--- config.mk ---
export PLATFORM = sky130hd
export DESIGN_NAME = demod_sequencer_flat
export DESIGN_NICKNAME = d
export VERILOG_FILES = /design/src/rtl/demod_sequencer_pkg.sv /design/src/rtl/demod_sequencer_if.sv /design/src/rtl/demod_sequencer_timer.sv /design/src/rtl/demod_sequencer.sv /design/src/flat_wrapper.sv
export SDC_FILE = /design/constraint.sdc
export NUM_CORES = 1
export LEC_CHECK = 0
export ABC_AREA = 1
export CORE_ASPECT_RATIO = 0.6
export CORE_MARGIN = 5
export CORE_UTILIZATION = 59
export DETAILED_ROUTE_END_ITERATION = 10
export PLACE_DENSITY = 0.79
export SYNTH_ARGS = -nofsm -noshare
export SYNTH_HDL_FRONTEND = slang
export SYNTH_SLANG_ARGS = --single-unit
--- constraint.sdc ---
create_clock -name clk -period 2.2 [get_ports clk]
set_clock_uncertainty 0.05 [all_clocks]
set_input_delay 0.44 -clock clk [delete_from_list [all_inputs] [get_ports clk]]
set_output_delay 0.44 -clock clk [all_outputs]
set_load 0.005 [all_outputs]
--- src/rtl/demod_sequencer_pkg.sv ---
// Shared types for the demodulation back-end sequencer: classifier codes,
// sequencer state encoding and the registered output bundle.
package demod_pkg;

   typedef logic [2:0] sig_t;

   localparam sig_t SIG_CW  = 3'b000;
   localparam sig_t SIG_AM  = 3'b001;
   localparam sig_t SIG_FM  = 3'b010;
   localparam sig_t SIG_ASK = 3'b101;
   localparam sig_t SIG_FSK = 3'b110;
   localparam sig_t SIG_PSK = 3'b111;
   localparam sig_t SIG_NA  = 3'b100;

   typedef enum logic [2:0] {
      ST_IDLE = 3'd0,
      ST_MEAS = 3'd1,
      ST_CAL  = 3'd2,
      ST_OUT  = 3'd3,
      ST_RUN  = 3'd4
   } state_e;

   typedef struct packed {
      logic meas_trigger;
      logic cal_trigger;
      logic out_trigger;
      sig_t type_out;
      logic busy;
      logic done;
      logic timeout_err;
   } seq_out_t;

   localparam seq_out_t SEQ_OUT_RST = seq_out_t'({3'b000, SIG_NA, 3'b000});

endpackage

--- src/rtl/demod_sequencer_if.sv ---
// Handshake bundle between the sequencer (master: drives triggers/status)
// and the back end that feeds it start/change/classifier results (slave).
interface demod_sequencer_if import demod_pkg::*; ();

   logic start;
   logic change_det;
   logic type_valid;
   sig_t signal_type;
   logic meas_trigger;
   logic cal_trigger;
   logic out_trigger;
   sig_t type_out;
   logic busy;
   logic done;
   logic timeout_err;

   modport master (
      input  start, change_det, type_valid, signal_type,
      output meas_trigger, cal_trigger, out_trigger, type_out, busy, done, timeout_err
   );

   modport slave (
      output start, change_det, type_valid, signal_type,
      input  meas_trigger, cal_trigger, out_trigger, type_out, busy, done, timeout_err
   );

endinterface

--- src/rtl/demod_sequencer_timer.sv ---
// Loadable down-counter that sticks at zero; tc flags the zero count.
module seq_timer #(
   parameter int CNT_W = 32
) (
   input  logic             clk,
   input  logic             rst,
   input  logic             load,
   input  logic             en,
   input  logic [CNT_W-1:0] load_val,
   output logic [CNT_W-1:0] count,
   output logic             tc
);

   always_ff @(posedge clk) begin
      if (rst)
         count <= '0;
      else if (load)
         count <= load_val;
      else if (en && count != '0)
         count <= count - 1'b1;
   end

   assign tc = (count == '0);

endmodule

--- src/rtl/demod_sequencer.sv ---
// Measure / calibrate / output sequencer: emits one-hot trigger pulses and
// presents a stable classifier result to the DAC selector.
module demod_sequencer
   import demod_pkg::*;
#(
   parameter int MEAS_CYC     = 1000,
   parameter int MEAS_TIMEOUT = 4000,
   parameter int CAL_CYC      = 64,
   parameter int REFRESH_CYC  = 0,
   parameter int AUTO_START   = 1,
   parameter int CNT_W        = 32
) (
   input  logic              clk,
   input  logic              rst,
   demod_sequencer_if.master bus
);

   // The window timer counts down from MEAS_TIMEOUT-1, so elapsed cycles
   // reach MEAS_CYC-1 once the remaining count drops to WIN_MIN.
   localparam logic [CNT_W-1:0] WIN_MEAS = CNT_W'(MEAS_TIMEOUT - 1);
   localparam logic [CNT_W-1:0] WIN_CAL  = CNT_W'(CAL_CYC - 1);
   localparam logic [CNT_W-1:0] WIN_MIN  = CNT_W'(MEAS_TIMEOUT - MEAS_CYC);
   localparam logic [CNT_W-1:0] REF_LOAD = CNT_W'((REFRESH_CYC > 0) ? REFRESH_CYC - 1 : 0);

   state_e           state, state_nxt;
   seq_out_t         q, q_nxt;
   sig_t             cap_type, cap_nxt;
   logic             seen_valid, seen_nxt;
   logic             restart, meas_entry, valid_now;
   logic             win_load, win_tc, ref_load, ref_tc;
   logic [CNT_W-1:0] win_val, win_cnt, ref_cnt_unused;

   // A restart on the meas_trigger cycle itself is dropped.
   assign restart    = (bus.start || bus.change_det) && state != ST_IDLE &&
                       !(state == ST_MEAS && q.meas_trigger);
   assign valid_now  = seen_valid || bus.type_valid;
   assign meas_entry = state_nxt == ST_MEAS && (state != ST_MEAS || restart);

   assign win_load = meas_entry || (state == ST_MEAS && state_nxt == ST_CAL);
   assign win_val  = meas_entry ? WIN_MEAS : WIN_CAL;
   assign ref_load = state_nxt == ST_RUN && state != ST_RUN;

   seq_timer #(.CNT_W(CNT_W)) u_win (
      .clk      (clk),
      .rst      (rst),
      .load     (win_load),
      .en       (state == ST_MEAS || state == ST_CAL),
      .load_val (win_val),
      .count    (win_cnt),
      .tc       (win_tc)
   );

   seq_timer #(.CNT_W(CNT_W)) u_ref (
      .clk      (clk),
      .rst      (rst),
      .load     (ref_load),
      .en       (state == ST_RUN),
      .load_val (REF_LOAD),
      .count    (ref_cnt_unused),
      .tc       (ref_tc)
   );

   always_ff @(posedge clk) begin
      if (rst) begin
         state      <= ST_IDLE;
         q          <= SEQ_OUT_RST;
         cap_type   <= SIG_NA;
         seen_valid <= 1'b0;
      end else begin
         state      <= state_nxt;
         q          <= q_nxt;
         cap_type   <= cap_nxt;
         seen_valid <= seen_nxt;
      end
   end

   always_comb begin
      state_nxt = state;
      case (state)
         ST_IDLE: if (bus.start || AUTO_START != 0) state_nxt = ST_MEAS;
         ST_MEAS: begin
            if (restart)                          state_nxt = ST_MEAS;
            else if (win_tc && !valid_now)        state_nxt = ST_OUT;
            else if (win_cnt <= WIN_MIN && valid_now) state_nxt = ST_CAL;
         end
         ST_CAL:  begin
            if (restart)     state_nxt = ST_MEAS;
            else if (win_tc) state_nxt = ST_OUT;
         end
         ST_OUT:  state_nxt = restart ? ST_MEAS : ST_RUN;
         ST_RUN:  if (restart || (REFRESH_CYC > 0 && ref_tc)) state_nxt = ST_MEAS;
         default: state_nxt = ST_IDLE;
      endcase
   end

   always_comb begin
      q_nxt    = q;
      cap_nxt  = cap_type;
      seen_nxt = seen_valid;

      if (meas_entry) begin
         cap_nxt  = SIG_NA;
         seen_nxt = 1'b0;
      end else if (state == ST_MEAS) begin
         if (bus.type_valid) begin
            cap_nxt  = bus.signal_type;
            seen_nxt = 1'b1;
         end
         if (state_nxt == ST_OUT) cap_nxt = SIG_NA;
      end

      q_nxt.meas_trigger = meas_entry;
      q_nxt.cal_trigger  = state == ST_MEAS && state_nxt == ST_CAL;
      q_nxt.out_trigger  = state_nxt == ST_OUT;
      q_nxt.busy         = state_nxt == ST_MEAS || state_nxt == ST_CAL || state_nxt == ST_OUT;
      q_nxt.done         = state_nxt == ST_RUN;

      if (meas_entry)
         q_nxt.timeout_err = 1'b0;
      else if (state == ST_MEAS && state_nxt == ST_OUT)
         q_nxt.timeout_err = 1'b1;

      // type_out moves on entry to the last CAL cycle, one cycle ahead of out_trigger.
      if (state == ST_MEAS && state_nxt == ST_OUT)
         q_nxt.type_out = SIG_NA;
      else if ((state == ST_MEAS && state_nxt == ST_CAL && CAL_CYC == 1) ||
               (state == ST_CAL && state_nxt == ST_CAL && win_cnt == CNT_W'(1)))
         q_nxt.type_out = cap_nxt;
   end

   assign bus.meas_trigger = q.meas_trigger;
   assign bus.cal_trigger  = q.cal_trigger;
   assign bus.out_trigger  = q.out_trigger;
   assign bus.type_out     = q.type_out;
   assign bus.busy         = q.busy;
   assign bus.done         = q.done;
   assign bus.timeout_err  = q.timeout_err;

endmodule

--- src/flat_wrapper.sv ---
// flat-port wrapper written by rule: the top's interface ports become plain ports
module demod_sequencer_flat import demod_pkg::*;
#(
   parameter int MEAS_CYC     = 1000,
   parameter int MEAS_TIMEOUT = 4000,
   parameter int CAL_CYC      = 64,
   parameter int REFRESH_CYC  = 0,
   parameter int AUTO_START   = 1,
   parameter int CNT_W        = 32
)
  (clk, rst, bus_start, bus_change_det, bus_type_valid, bus_signal_type, bus_meas_trigger, bus_cal_trigger, bus_out_trigger, bus_type_out, bus_busy, bus_done, bus_timeout_err);
  demod_sequencer_if bus_i ();
  input  logic clk;
  input  logic rst;
  input wire logic [$bits(bus_i.start)-1:0] bus_start;
  input wire logic [$bits(bus_i.change_det)-1:0] bus_change_det;
  input wire logic [$bits(bus_i.type_valid)-1:0] bus_type_valid;
  input wire logic [$bits(bus_i.signal_type)-1:0] bus_signal_type;
  output wire logic [$bits(bus_i.meas_trigger)-1:0] bus_meas_trigger;
  output wire logic [$bits(bus_i.cal_trigger)-1:0] bus_cal_trigger;
  output wire logic [$bits(bus_i.out_trigger)-1:0] bus_out_trigger;
  output wire logic [$bits(bus_i.type_out)-1:0] bus_type_out;
  output wire logic [$bits(bus_i.busy)-1:0] bus_busy;
  output wire logic [$bits(bus_i.done)-1:0] bus_done;
  output wire logic [$bits(bus_i.timeout_err)-1:0] bus_timeout_err;
  assign bus_i.start = bus_start;
  assign bus_i.change_det = bus_change_det;
  assign bus_i.type_valid = bus_type_valid;
  assign bus_i.signal_type = bus_signal_type;
  assign bus_meas_trigger = bus_i.meas_trigger;
  assign bus_cal_trigger = bus_i.cal_trigger;
  assign bus_out_trigger = bus_i.out_trigger;
  assign bus_type_out = bus_i.type_out;
  assign bus_busy = bus_i.busy;
  assign bus_done = bus_i.done;
  assign bus_timeout_err = bus_i.timeout_err;
  demod_sequencer #(.MEAS_CYC(MEAS_CYC), .MEAS_TIMEOUT(MEAS_TIMEOUT), .CAL_CYC(CAL_CYC), .REFRESH_CYC(REFRESH_CYC), .AUTO_START(AUTO_START), .CNT_W(CNT_W)) u_core (.clk(clk), .rst(rst), .bus(bus_i));
endmodule
==> metrics.log <==
[metrics] switching share of power: 0.4592
[metrics] global placer's final weighted congestion: 0.9715
[metrics] final-report hold violation count: 0
[metrics] Stages on worst setup path: 15
[metrics] total placed cells including tap cells: 537
[metrics] Worst Slack Setup Final: -0.08463 ns
[metrics] clock network fraction of total power: 0.132
[metrics] actual slew at the worst max-slew pin: 0.4610 ns
[metrics] reg-to-reg critical path startpoint: u_core.u_win.count[9]$_SDFFE_PP0P_
[metrics] kind of end point of the critical path: register
[metrics] share of flip-flops with an asynchronous set or reset after synthesis: 0
[metrics] sequential element share of the synthesized area: 0.3363
[metrics] most used flip-flop cell after synthesis: sky130_fd_sc_hd__dfxtp_1
[metrics] Starting Density: 0.6165
[metrics] family with the most delay on the worst path: simple AND/OR/NAND/NOR gates
[metrics] height of the die: 63.91 microns
[metrics] via/cell ratio: 5.619
[metrics] IO Count: 17
[metrics] DRC violation count after routing: 0
[metrics] antenna cell count: 0
[metrics] ratio of cells with drive above 1 in the final layout: 0.2691
[metrics] mean instance size in the synthesized netlist: 6.724 sq um
[metrics] achievable frequency: 437.7 MHz
[metrics] number of warnings issued by yosys: 0
[metrics] worst setup timing slack at the placement stage: -0.1547 ns
[metrics] Switching Power: 2.036 mW
[metrics] RSZ-0062 raised after global routing: true
[metrics] reg2reg path depth: 15
[metrics] total via count in the routed design: 3152
[metrics] power density over cell area: 1177 mW/mm^2
[metrics] number of violations of the max-capacitance limit: 0
[metrics] Fin Setup TNS: -1.109 ns
[metrics] WP buf/inv: 2
[metrics] CTS Sinks: 48
[metrics] Antenna Nets Post-Route: 0
[metrics] net count after synthesis: 436
[metrics] WS Path Type: reg2reg
[metrics] number of H-tree levels: 2
[metrics] Worst EP arrival: 2.49 ns
[metrics] number of optimization iterations in the first detailed-route pass: 5
[metrics] grt total ovfl: 0
[metrics] # setup viols final: 29
[metrics] CP endpoint: u_core.u_win.count[9]$_SDFFE_PP0P_
[metrics] die boundary width: 99.85 microns
[metrics] Leak Pwr: 1.727 nW
[metrics] input/output buffers: 16
[metrics] launching element type of the critical path: register
[metrics] clk_lat worst skew: 0.31 ns
[metrics] highest net fanout along the worst path: 5
[metrics] number of different library cells in the post-synthesis netlist: 34
[metrics] cell row count: 19
[metrics] part of the power in registers: 0.278
[metrics] post-layout min period: 2.285 ns
[metrics] gr usage total: 0.2443
[metrics] required time of the critical path: 2.41 ns
[metrics] Post-Synthesis Cells: 425
[metrics] capturing point of the worst reg2reg path: u_core.u_win.count[9]$_SDFFE_PP0P_
[metrics] IR drop worst, VDD: 851.1 uV
[metrics] ordered cell list for the critical path: nor2_2 > nand2_2 > nor2_2 > nand2_2 > nor2_4 > a21oi_1 > nand2_1 > nand2_2 > nand2_4 > nand3_4 > buf_4 > buf_4 > nand2_1 > nand2_1 > a21oi_2
[metrics] critical path launch point: u_core.u_win.count[9]$_SDFFE_PP0P_
[metrics] number of cells in the finished layout apart from fillers: 561
[metrics] share of the clock period used by the worst path after layout: 1.038
[metrics] half-perimeter wire length after detailed placement: 5683 microns
[metrics] TritonCTS clock tree: done
[metrics] starting DRC count in detailed routing: 347
[metrics] total power: 4.434 mW
[metrics] synthesized flop and latch total: 48
[metrics] area inside the core boundary: 0.004636 sq mm
[metrics] via count of the first global-routing pass: 2735
[metrics] HP Class: reg2reg
[metrics] fillcell total: 306
[metrics] slowest stage cell on the critical path: sky130_fd_sc_hd__dfxtp_1
[metrics] layout net count: 509
[metrics] EDFF count, synth: 0
[metrics] Int Pwr: 2.398 mW
[metrics] buffers from clock root to sink, at most: 2
[metrics] Layout Area Growth over Synthesis: 31.79%
[metrics] final slew viol count: 0
[metrics] result of the run: finished with violations
[metrics] cts bufs inserted: 5
[metrics] clk root buf: sky130_fd_sc_hd__clkbuf_8
[metrics] failing checks: negative setup slack
[metrics] final routed wirelength across all metal layers: 8760 microns
[metrics] R2R setup slack: -0.08 ns
[metrics] normalized max-slew margin: 0.6899
[metrics] clock transition at the registers of the reported paths: 0.09 ns
[metrics] largest net degree at the start of global routing: 20
[metrics] area of the mapped netlist: 0.002858 sq mm
[metrics] floorplan die area: 0.006381 sq mm
[metrics] Max stage delay on crit path: 0.36 ns
[metrics] power share of the combinational group: 0.590
[metrics] routed length per placed instance: 15.61 microns
[metrics] wire length of the first global-routing pass: 12700 microns
[metrics] number of antenna violations at the first check in global routing: 0
-- stage by stage --
stage | cell area [sq um] | hold WS, ns | utilization
finish | 3766 | 0.4330 | 0.8124
global placement | 3354 | 0.3928 | 0.7236
global route | 3766 | 0.4644 | 0.8124
CTS | 3478 | 0.4213 | 0.7503
floorplan | 2858 | 0.3891 | -
detailed placement | 3354 | 0.4085 | 0.7236
-- registers in the layout, summed over array words and instances, names as in the netlist --
name                     flops
u_core.bus.busy              1
u_core.bus.cal_trigger       1
u_core.bus.done              1
u_core.bus.meas_trigger      1
u_core.bus.out_trigger       1
u_core.bus.timeout_err       1
u_core.bus.type_out          3
u_core.cap_type              3
u_core.seen_valid            1
u_core.state                 3
u_core.u_win.count          32
-- final cells by class --
| cell class | count | area (sq um) | share of cell area |
|---|---|---|---|
| Clock buffer | 7 | 96.34 | 0.02558 |
| Inverter | 54 | 210.2 | 0.05581 |
| Multi-Input combinational cell | 315 | 1774 | 0.4711 |
| Sequential cell | 48 | 988.4 | 0.2625 |
| Tap cell | 63 | 78.83 | 0.02093 |
| Timing Repair Buffer | 73 | 613.1 | 0.1628 |
| Timing Repair inverter | 1 | 5.005 | 0.001329 |
-- worst min path at each step --
stage / start / end / slack (ns) / depth (start not counted)
after floorplan: u_core.bus.timeout_err$_SDFFE_PP0P_ / u_core.bus.timeout_err$_SDFFE_PP0P_ / 0.39 / 2
after global placement: u_core.bus.timeout_err$_SDFFE_PP0P_ / u_core.bus.timeout_err$_SDFFE_PP0P_ / 0.39 / 2
after detailed placement: u_core.bus.timeout_err$_SDFFE_PP0P_ / u_core.bus.timeout_err$_SDFFE_PP0P_ / 0.41 / 2
after CTS: u_core.bus.timeout_err$_SDFFE_PP0P_ / u_core.bus.timeout_err$_SDFFE_PP0P_ / 0.42 / 2
after global routing: u_core.bus.timeout_err$_SDFFE_PP0P_ / u_core.bus.timeout_err$_SDFFE_PP0P_ / 0.46 / 2
final: u_core.bus.type_out[2]$_SDFFE_PP1P_ / u_core.bus.type_out[2]$_SDFFE_PP1P_ / 0.43 / 2
-- kinds of logic (layout without fill, tap and decap cells) --
family	after synthesis	in the layout	synth area share
buffers and inverters	62	135	0.08844
AND/OR/NAND/NOR	243	243	0.4072
XOR/XNOR	21	21	0.06436
adder cells (fa/ha/maj)	3	3	0.01314
AO/OA/AOI/OAI	48	48	0.09063
flip-flops	48	48	0.3363
-- placed cells by master (no fill, tap or decap), types with 2 or more instances in the layout --
| cell type | Yosys | routed |
|---|---|---|
| sky130_fd_sc_hd__nand2_1 | 82 | 76 |
| sky130_fd_sc_hd__nor2_1 | 79 | 66 |
| sky130_fd_sc_hd__buf_4 | 1 | 55 |
| sky130_fd_sc_hd__inv_1 | 48 | 46 |
| sky130_fd_sc_hd__dfxtp_1 | 48 | 34 |
| sky130_fd_sc_hd__nand3_1 | 33 | 33 |
| sky130_fd_sc_hd__a21oi_1 | 25 | 23 |
| sky130_fd_sc_hd__xor2_1 | 17 | 17 |
| sky130_fd_sc_hd__clkdlybuf4s50_1 | 0 | 16 |
| sky130_fd_sc_hd__nor2_2 | 7 | 14 |
| sky130_fd_sc_hd__nand4_1 | 14 | 14 |
| sky130_fd_sc_hd__dfxtp_2 | 0 | 10 |
| sky130_fd_sc_hd__nor2_4 | 2 | 8 |
| sky130_fd_sc_hd__o21ai_1 | 4 | 8 |
| sky130_fd_sc_hd__o21ai_0 | 12 | 8 |
| sky130_fd_sc_hd__nand2_2 | 2 | 7 |
| sky130_fd_sc_hd__nor3_1 | 8 | 7 |
| sky130_fd_sc_hd__clkbuf_8 | 0 | 7 |
| sky130_fd_sc_hd__inv_2 | 6 | 6 |
| sky130_fd_sc_hd__xnor2_1 | 4 | 4 |
| sky130_fd_sc_hd__dfxtp_4 | 0 | 4 |
| sky130_fd_sc_hd__nand2_4 | 3 | 3 |
| sky130_fd_sc_hd__a21oi_2 | 2 | 3 |
| sky130_fd_sc_hd__nand3_4 | 3 | 3 |
| sky130_fd_sc_hd__nor4_1 | 3 | 3 |
| sky130_fd_sc_hd__a211oi_1 | 3 | 3 |
| sky130_fd_sc_hd__nor3_2 | 2 | 2 |
| sky130_fd_sc_hd__nor3_4 | 1 | 2 |
| sky130_fd_sc_hd__ha_1 | 3 | 2 |
| sky130_fd_sc_hd__buf_12 | 0 | 2 |
-- routing by layer --
metal,up-vias,global-route usage,part of all wire
met5,-,0.01538,0
met4,0,0.06474,0.028
met3,30,0.04565,0.091
met2,179,0.3646,0.43
met1,1422,0.3584,0.45
li1,1521,-,-
-- power by group through the flow --
stage          Clock, mW  Sequential, mW  Combinational, mW
2_1_floorplan          0            1.16               1.38
3_3_place_gp           0            1.20               1.96
3_5_place_dp           0            1.20               2.03
4_1_cts            0.585            1.19               2.09
5_1_grt            0.622            1.26               2.80
6_report           0.584            1.23               2.62
-- worst reg2reg max path, cell delays in order (launching register included) --
cell                      delay (ns)
sky130_fd_sc_hd__dfxtp_1        0.36
sky130_fd_sc_hd__nor2_2         0.21
sky130_fd_sc_hd__nand2_2        0.11
sky130_fd_sc_hd__nor2_2         0.16
sky130_fd_sc_hd__nand2_2        0.10
sky130_fd_sc_hd__nor2_4         0.15
sky130_fd_sc_hd__a21oi_1        0.08
sky130_fd_sc_hd__nand2_1        0.12
sky130_fd_sc_hd__nand2_2        0.11
sky130_fd_sc_hd__nand2_4        0.13
sky130_fd_sc_hd__nand3_4        0.11
sky130_fd_sc_hd__buf_4          0.18
sky130_fd_sc_hd__buf_4          0.13
sky130_fd_sc_hd__nand2_1        0.06
sky130_fd_sc_hd__nand2_1        0.06
sky130_fd_sc_hd__a21oi_2        0.10
-- synthesized netlist by cell type (3+ instances only) --
cell type / count / share of area
sky130_fd_sc_hd__a211oi_1: 3 / 0.0079
sky130_fd_sc_hd__inv_2: 6 / 0.0079
sky130_fd_sc_hd__dfxtp_1: 48 / 0.34
sky130_fd_sc_hd__o21ai_0: 12 / 0.021
sky130_fd_sc_hd__nand3_4: 3 / 0.018
sky130_fd_sc_hd__clkbuf_1: 4 / 0.0053
sky130_fd_sc_hd__nor2_1: 79 / 0.10
sky130_fd_sc_hd__xor2_1: 17 / 0.052
sky130_fd_sc_hd__nor3_1: 8 / 0.014
sky130_fd_sc_hd__nor2_2: 7 / 0.015
sky130_fd_sc_hd__ha_1: 3 / 0.013
sky130_fd_sc_hd__nand2_1: 82 / 0.11
sky130_fd_sc_hd__nor4_1: 3 / 0.0066
sky130_fd_sc_hd__nand2_4: 3 / 0.012
sky130_fd_sc_hd__a21oi_1: 25 / 0.044
sky130_fd_sc_hd__xnor2_1: 4 / 0.012
sky130_fd_sc_hd__inv_1: 48 / 0.063
sky130_fd_sc_hd__o21ai_1: 4 / 0.0070
sky130_fd_sc_hd__nand4_1: 14 / 0.031
sky130_fd_sc_hd__nand3_1: 33 / 0.058
-- what timing repair did --
| action | in CTS | in global routing |
|---|---|---|
| buffers inserted | 2 | 15 |
| gates resized for setup | 4 | 60 |
| gates cloned | 0 | 1 |
| hold buffers | 0 | 0 |
| setup endpoints to repair | 5 | 41 |
| pin swaps | 1 | 14 |
(Power assumes the default switching activity.)
